**src/rtl/fetch_queue_pkg.sv**
```systemverilog
// Shared constants and helpers for the instruction fetch queue.
// Opcode encodings are the RV32I major opcodes seen by the predecoder.
package fetch_queue_pkg;

    localparam int unsigned INSTR_W    = 32;
    localparam int unsigned IMEM_IDX_W = 5;

    localparam logic [6:0] OPC_BRANCH = 7'b1100011;
    localparam logic [6:0] OPC_LOAD   = 7'b0000011;
    localparam logic [6:0] OPC_STORE  = 7'b0100011;
    localparam logic [6:0] OPC_RTYPE  = 7'b0110011;
    localparam logic [6:0] OPC_ITYPE  = 7'b0010011;

    function automatic logic is_branch(input logic [6:0] opcode);
        return opcode == OPC_BRANCH;
    endfunction

endpackage

```
**src/rtl/fetch_queue.sv**
```systemverilog
// In-order instruction buffer between instruction memory and decoder.
// Tags each word with its index and tracks queued branches so fetch can hold off.
module fetch_queue
    import fetch_queue_pkg::*;
#(
    parameter int unsigned DATA_W = INSTR_W,
    parameter int unsigned IDX_W  = IMEM_IDX_W,
    parameter int unsigned DEPTH  = 4,
    parameter int unsigned PTR_W  = 2
) (
    input  logic              clk,
    input  logic              rst_n,
    input  logic              in_valid,
    output logic              in_ready,
    input  logic [DATA_W-1:0] in_instr,
    input  logic [IDX_W-1:0]  in_idx,
    output logic              out_valid,
    input  logic              out_ready,
    output logic [DATA_W-1:0] out_instr,
    output logic [IDX_W-1:0]  out_idx,
    output logic              out_is_br,
    output logic              br_pending,
    input  logic              flush,
    output logic [PTR_W:0]    count
);

    localparam logic [PTR_W:0] FullCount = (PTR_W + 1)'(DEPTH);

    logic [DATA_W-1:0] entry_instr_q [DEPTH];
    logic [IDX_W-1:0]  entry_idx_q   [DEPTH];
    logic [DEPTH-1:0]  entry_br_q, entry_br_d;
    logic [DEPTH-1:0]  entry_vld_q, entry_vld_d;
    logic [PTR_W-1:0]  rd_ptr_q, rd_ptr_d;
    logic [PTR_W-1:0]  wr_ptr_q, wr_ptr_d;
    logic [PTR_W:0]    count_q, count_d;

    logic full, empty, push, pop;

    assign full  = (count_q == FullCount);
    assign empty = (count_q == '0);
    // Flush swallows any handshake offered in the same cycle.
    assign push  = in_valid & ~full & ~flush;
    assign pop   = out_ready & ~empty & ~flush;

    always_comb begin
        rd_ptr_d    = rd_ptr_q;
        wr_ptr_d    = wr_ptr_q;
        count_d     = count_q;
        entry_vld_d = entry_vld_q;
        entry_br_d  = entry_br_q;
        if (flush) begin
            rd_ptr_d    = '0;
            wr_ptr_d    = '0;
            count_d     = '0;
            entry_vld_d = '0;
            entry_br_d  = '0;
        end else begin
            if (pop) begin
                rd_ptr_d              = rd_ptr_q + PTR_W'(1);
                entry_vld_d[rd_ptr_q] = 1'b0;
                entry_br_d[rd_ptr_q]  = 1'b0;
            end
            if (push) begin
                wr_ptr_d              = wr_ptr_q + PTR_W'(1);
                entry_vld_d[wr_ptr_q] = 1'b1;
                entry_br_d[wr_ptr_q]  = is_branch(in_instr[6:0]);
            end
            case ({push, pop})
                2'b10:   count_d = count_q + (PTR_W + 1)'(1);
                2'b01:   count_d = count_q - (PTR_W + 1)'(1);
                default: count_d = count_q;
            endcase
        end
    end

    always_ff @(posedge clk) begin
        if (!rst_n) begin
            rd_ptr_q      <= '0;
            wr_ptr_q      <= '0;
            count_q       <= '0;
            entry_vld_q   <= '0;
            entry_br_q    <= '0;
            entry_instr_q <= '{default: '0};
            entry_idx_q   <= '{default: '0};
        end else begin
            rd_ptr_q    <= rd_ptr_d;
            wr_ptr_q    <= wr_ptr_d;
            count_q     <= count_d;
            entry_vld_q <= entry_vld_d;
            entry_br_q  <= entry_br_d;
            if (push) begin
                entry_instr_q[wr_ptr_q] <= in_instr;
                entry_idx_q[wr_ptr_q]   <= in_idx;
            end
        end
    end

    assign in_ready   = ~full;
    assign out_valid  = ~empty;
    assign out_instr  = entry_instr_q[rd_ptr_q];
    assign out_idx    = entry_idx_q[rd_ptr_q];
    assign out_is_br  = entry_br_q[rd_ptr_q];
    assign br_pending = |(entry_br_q & entry_vld_q);
    assign count      = count_q;

    a_no_push_full: assert property (@(posedge clk) disable iff (!rst_n)
        !(in_valid && in_ready && full));
    a_count_ptrs: assert property (@(posedge clk) disable iff (!rst_n)
        full || (count_q == {1'b0, wr_ptr_q - rd_ptr_q}));

endmodule

```
**config.mk**
```make
export PLATFORM = sky130hd
export DESIGN_NAME = fetch_queue
export DESIGN_NICKNAME = d
export VERILOG_FILES = /design/src/rtl/fetch_queue_pkg.sv /design/src/rtl/fetch_queue.sv
export SDC_FILE = /design/constraint.sdc
export NUM_CORES = 1
export LEC_CHECK = 0
export CAP_MARGIN = 15
export CELL_PAD_IN_SITES_DETAIL_PLACEMENT = 1
export CELL_PAD_IN_SITES_GLOBAL_PLACEMENT = 2
export CORE_ASPECT_RATIO = 1.25
export CORE_UTILIZATION = 30
export CTS_CLUSTER_DIAMETER = 120
export DETAILED_ROUTE_END_ITERATION = 10
export PLACE_DENSITY = 0.78
export SETUP_SLACK_MARGIN = 0.02
export SLEW_MARGIN = 20
export SYNTH_ARGS = -nofsm -noshare
export SYNTH_HDL_FRONTEND = slang
export SYNTH_SLANG_ARGS = --single-unit
```
**constraint.sdc**
```tcl
create_clock -name clk -period 5.1 [get_ports clk]
set_input_delay 1.02 -clock clk [delete_from_list [all_inputs] [get_ports clk]]
set_output_delay 1.02 -clock clk [all_outputs]
set_load 0.01 [all_outputs]
```
==> impl_metrics.yaml <==
synth:
  syn_area_sq_mm: 0.00719
  synth_xor_area_share_pct: 0.487
  synth_area_per_cell_sq_um: 9.12
  synthArstFlopShare_pct: 0
  syn-num-nets: 841
  synth-simple-area-share_pct: 18.1
  yosysUniqueCellTypes: 31
  ys_warn_count: 0
  ys_seq_area_share_pct: 45.4
  synth_top_area_share_pct: 45.4
  synth_top_family_by_area: "simple AND/OR/NAND/NOR gates"
  synth_cells: 789
  synth_edf_count: 0
  ys.flop_type: "dfxtp_1"
  synth_fa_ha_area_share_pct: 1.84
  synth_top_cell_by_area: "dfxtp_1"
  synth_mux_area_share_pct: 12.0
  synthTopCellsByArea: "dfxtp_1 (45%), nand2_1 (16%), a21boi_0 (14%)"
  synth_seq_cells: 163
  synth_compound_area_share_pct: 17.5
finish:
  area_growth_pct: 23.1
  multi_input_area_sq_mm: 0.00361
  fin_nets: 899
  seqCellArea_sq_mm: 0.00327
  drive_gt1_share_pct: 11.2
  design_area_sq_mm: 0.00885
  nFillCells: 2728
  diodes: 0
power:
  p_seq_share_pct: 45.4
  internal_power_w: 0.00218
  leakagePower_nw: 2.86
  power_density_mw_per_mm2: 324
  power.switching_w: 0.000693
  fin_total_pwr_w: 0.00287
  pwr-share-comb_pct: 6.9
  p_clk_share_pct: 47.7
  vdd_drop_max_v: 0.000219
  swShare_pct: 24.1
clocking:
  post_cts_buffers: 0
  cts.sinks: 163
  h-tree-depth: 4
  clock-root-buffer: "clkbuf_16"
  postCtsHoldBufs: 0
  numCtsBuffers: 17
  cts.repair.resized: 0
  clk_pin_slew_worst_paths_ps: 70
  clockBufferDepth: 2
  cts_tree: "built"
  clkLatencyLatePin_ps: 430
global_routing:
  grt_max_degree: 79
  groute.usage.overall_pct: 17.5
  antenna_found_initial: 0
  first_global_vias: 5916
  grt_first_pass_wirelength_um: 32800
  globalRouteOverflowTotal: 0
routing:
  wl_per_cell_um: 17.6
  drcViolationCount: 0
  drt_wl_total_um: 20300
  vias: 5646
  antenna_left: 0
  drtIter0Drc: 259
  dr.pass1.iters: 4
  via_per_inst: 4.90
die:
  die_x_um: 140
  floorplan.rows: 63
  die_height_um: 175
  die_area_sq_mm: 0.0246
  start_util_pct: 30.4
  ios: 86
  fp.coreArea_sq_mm: 0.0236
run_status:
  status: "finished, final reports clean"
critical_path:
  rr_worst_depth: 9
  cp-start-kind: "register"
  crit_path_end_kind: "output port"
  r2r_setup_slack_ps: 2490
  path_class: "reg2out"
  crit_fanout: 14
  cp.arrival_ps: 2590
  worstPathRequired_ps: 4080
run:
  timing.max_cap.violations: 0
timing:
  rsz0062_at_grt: "false"
  setup_tns_ps: 0
  fmax_mhz: 277
  fin_skew_ps: 7.84
  worstMarginPinSlew_ps: 842
  drv_slew: 0
  post-route-min-period_ps: 3610
  setup_violations: 0
  fin_crit_sh_pct: 70.7
  hold_viol_final: 0
  relSlewSlack_pct: 43.4
worst_hold_path:
  hold_depth: 2
  hold_class: "reg2reg"
place:
  dpl.hpwl_um: 11900
  postPlaceCellArea_sq_mm: 0.00824
  io_buffers: 85
  gp_congestion: 0.701
worst max-delay path, cell delays in order (launching register included):
cell	delay (ps)
dfxtp_2	650
buf_4	400
mux4_2	600
clkdlybuf4s50_1	510
cell usage after synthesis, types with 2 or more instances:
cell type / n
or3_1: 5
buf_4: 12
a21boi_1: 14
a211o_1: 4
a21bo_2: 4
nand2_1: 309
a21oi_1: 11
buf_2: 13
nand3b_1: 2
xor2_1: 2
buf_1: 2
nor3_1: 4
a22oi_1: 2
ha_1: 9
nor2_1: 6
inv_1: 12
a21boi_0: 134
xnor2_1: 2
mux4_2: 38
clkbuf_1: 31
dfxtp_1: 163
metrics by stage:
stage / utilization [%] / hold WS, ps / worst slack, ps / std cells
2_1_floorplan: - / 432 / 2360 / 789
3_3_place_gp: 34.8 / 441 / 1620 / 1120
3_5_place_dp: 34.8 / 450 / 1590 / 1120
4_1_cts: 37.4 / 461 / 1250 / 1152
5_1_grt: 37.4 / 479 / 1330 / 1152
6_report: 37.4 / 455 / 1490 / 1152
final cells by class:
type	instances	share of cell area (%)
multi-input cells	555	40.8
clock inverters	15	2.16
inverters	12	0.509
repair buffers	98	10.7
flip-flops and latches	163	36.9
well taps	292	4.13
clock buffers	17	4.80
power by group through the flow:
stage / combinational (W) / clock (W) / sequential, W
detailed placement: 0.000201 / 0 / 0.00133
floorplan: 0.0000975 / 0 / 0.00133
global placement: 0.000200 / 0 / 0.00133
finish: 0.000197 / 0.00137 / 0.00130
global route: 0.000216 / 0.00145 / 0.00131
CTS: 0.000202 / 0.00140 / 0.00130
metal layers:
| layer | up-vias | wire (um) | global-route usage [%] |
|---|---|---|---|
| met4 | 0 | 210 | 4.44 |
| met3 | 16 | 650 | 4.06 |
| li1 | 2757 | - | - |
| met1 | 2800 | 9390 | 21.8 |
| met5 | - | 0 | 0 |
| met2 | 73 | 10000 | 30.5 |
placed cells by master, fill, tap and decap left out:
| master | netlist | routed |
|---|---|---|
| a211o_1 | 4 | 4 |
| a21bo_2 | 4 | 4 |
| a21boi_0 | 134 | 134 |
| a21boi_1 | 14 | 14 |
| a21oi_1 | 11 | 11 |
| a22oi_1 | 2 | 2 |
| and3b_1 | 1 | 1 |
| buf_4 | 12 | 14 |
| bufinv_16 | 0 | 3 |
| clkbuf_16 | 0 | 17 |
| clkdlybuf4s50_1 | 0 | 84 |
| clkinv_2 | 0 | 1 |
| clkinv_4 | 0 | 1 |
| clkinvlp_4 | 0 | 2 |
| dfxtp_1 | 163 | 161 |
| dfxtp_2 | 0 | 1 |
| dfxtp_4 | 0 | 1 |
| fa_1 | 1 | 1 |
| ha_1 | 9 | 9 |
| inv_1 | 12 | 12 |
| inv_6 | 0 | 7 |
| inv_8 | 0 | 1 |
| mux2i_1 | 1 | 1 |
| mux4_2 | 38 | 38 |
| nand2_1 | 309 | 309 |
| nand2b_1 | 1 | 1 |
| nand3_1 | 1 | 1 |
| nand3b_1 | 2 | 2 |
| nor2_1 | 6 | 6 |
| nor3_2 | 0 | 4 |
| nor3b_2 | 1 | 1 |
| nor4_1 | 1 | 1 |
| o21ai_0 | 1 | 1 |
| or3_1 | 5 | 5 |
| or3_4 | 1 | 1 |
| xnor2_1 | 2 | 2 |
| xor2_1 | 2 | 2 |
state kept, by name, indices dropped and copies added, names as in the netlist:
signal,cells
entry_br_q,4
count,3
entry_instr_q,128
rd_ptr_q,2
entry_vld_q,4
entry_idx_q,20
wr_ptr_q,2
cell families (layout without fill, tap and decap cells):
logic type | count (synthesis) | after routing
AND/OR/NAND/NOR | 332 | 332
AO/OA/AOI/OAI | 170 | 170
flip-flops | 163 | 163
buffers and inverters | 71 | 142
multiplexers | 39 | 39
adder cells (fa/ha/maj) | 10 | 10
XOR/XNOR | 4 | 4
path summary, 6_finish.rpt:
kind	from	endpoint
worst min register to register	entry_instr_q[113]$_SDFFE_PN0P_	entry_instr_q[113]$_SDFFE_PN0P_
worst max-delay path	rd_ptr_q[1]$_SDFFE_PP0N_	out_instr[22]
worst min-delay path	entry_instr_q[113]$_SDFFE_PN0P_	entry_instr_q[113]$_SDFFE_PN0P_
worst max register to register	count[2]$_SDFFE_PP0P_	count[2]$_SDFFE_PP0P_
No activity file was read; power rests on OpenSTA's default activity.
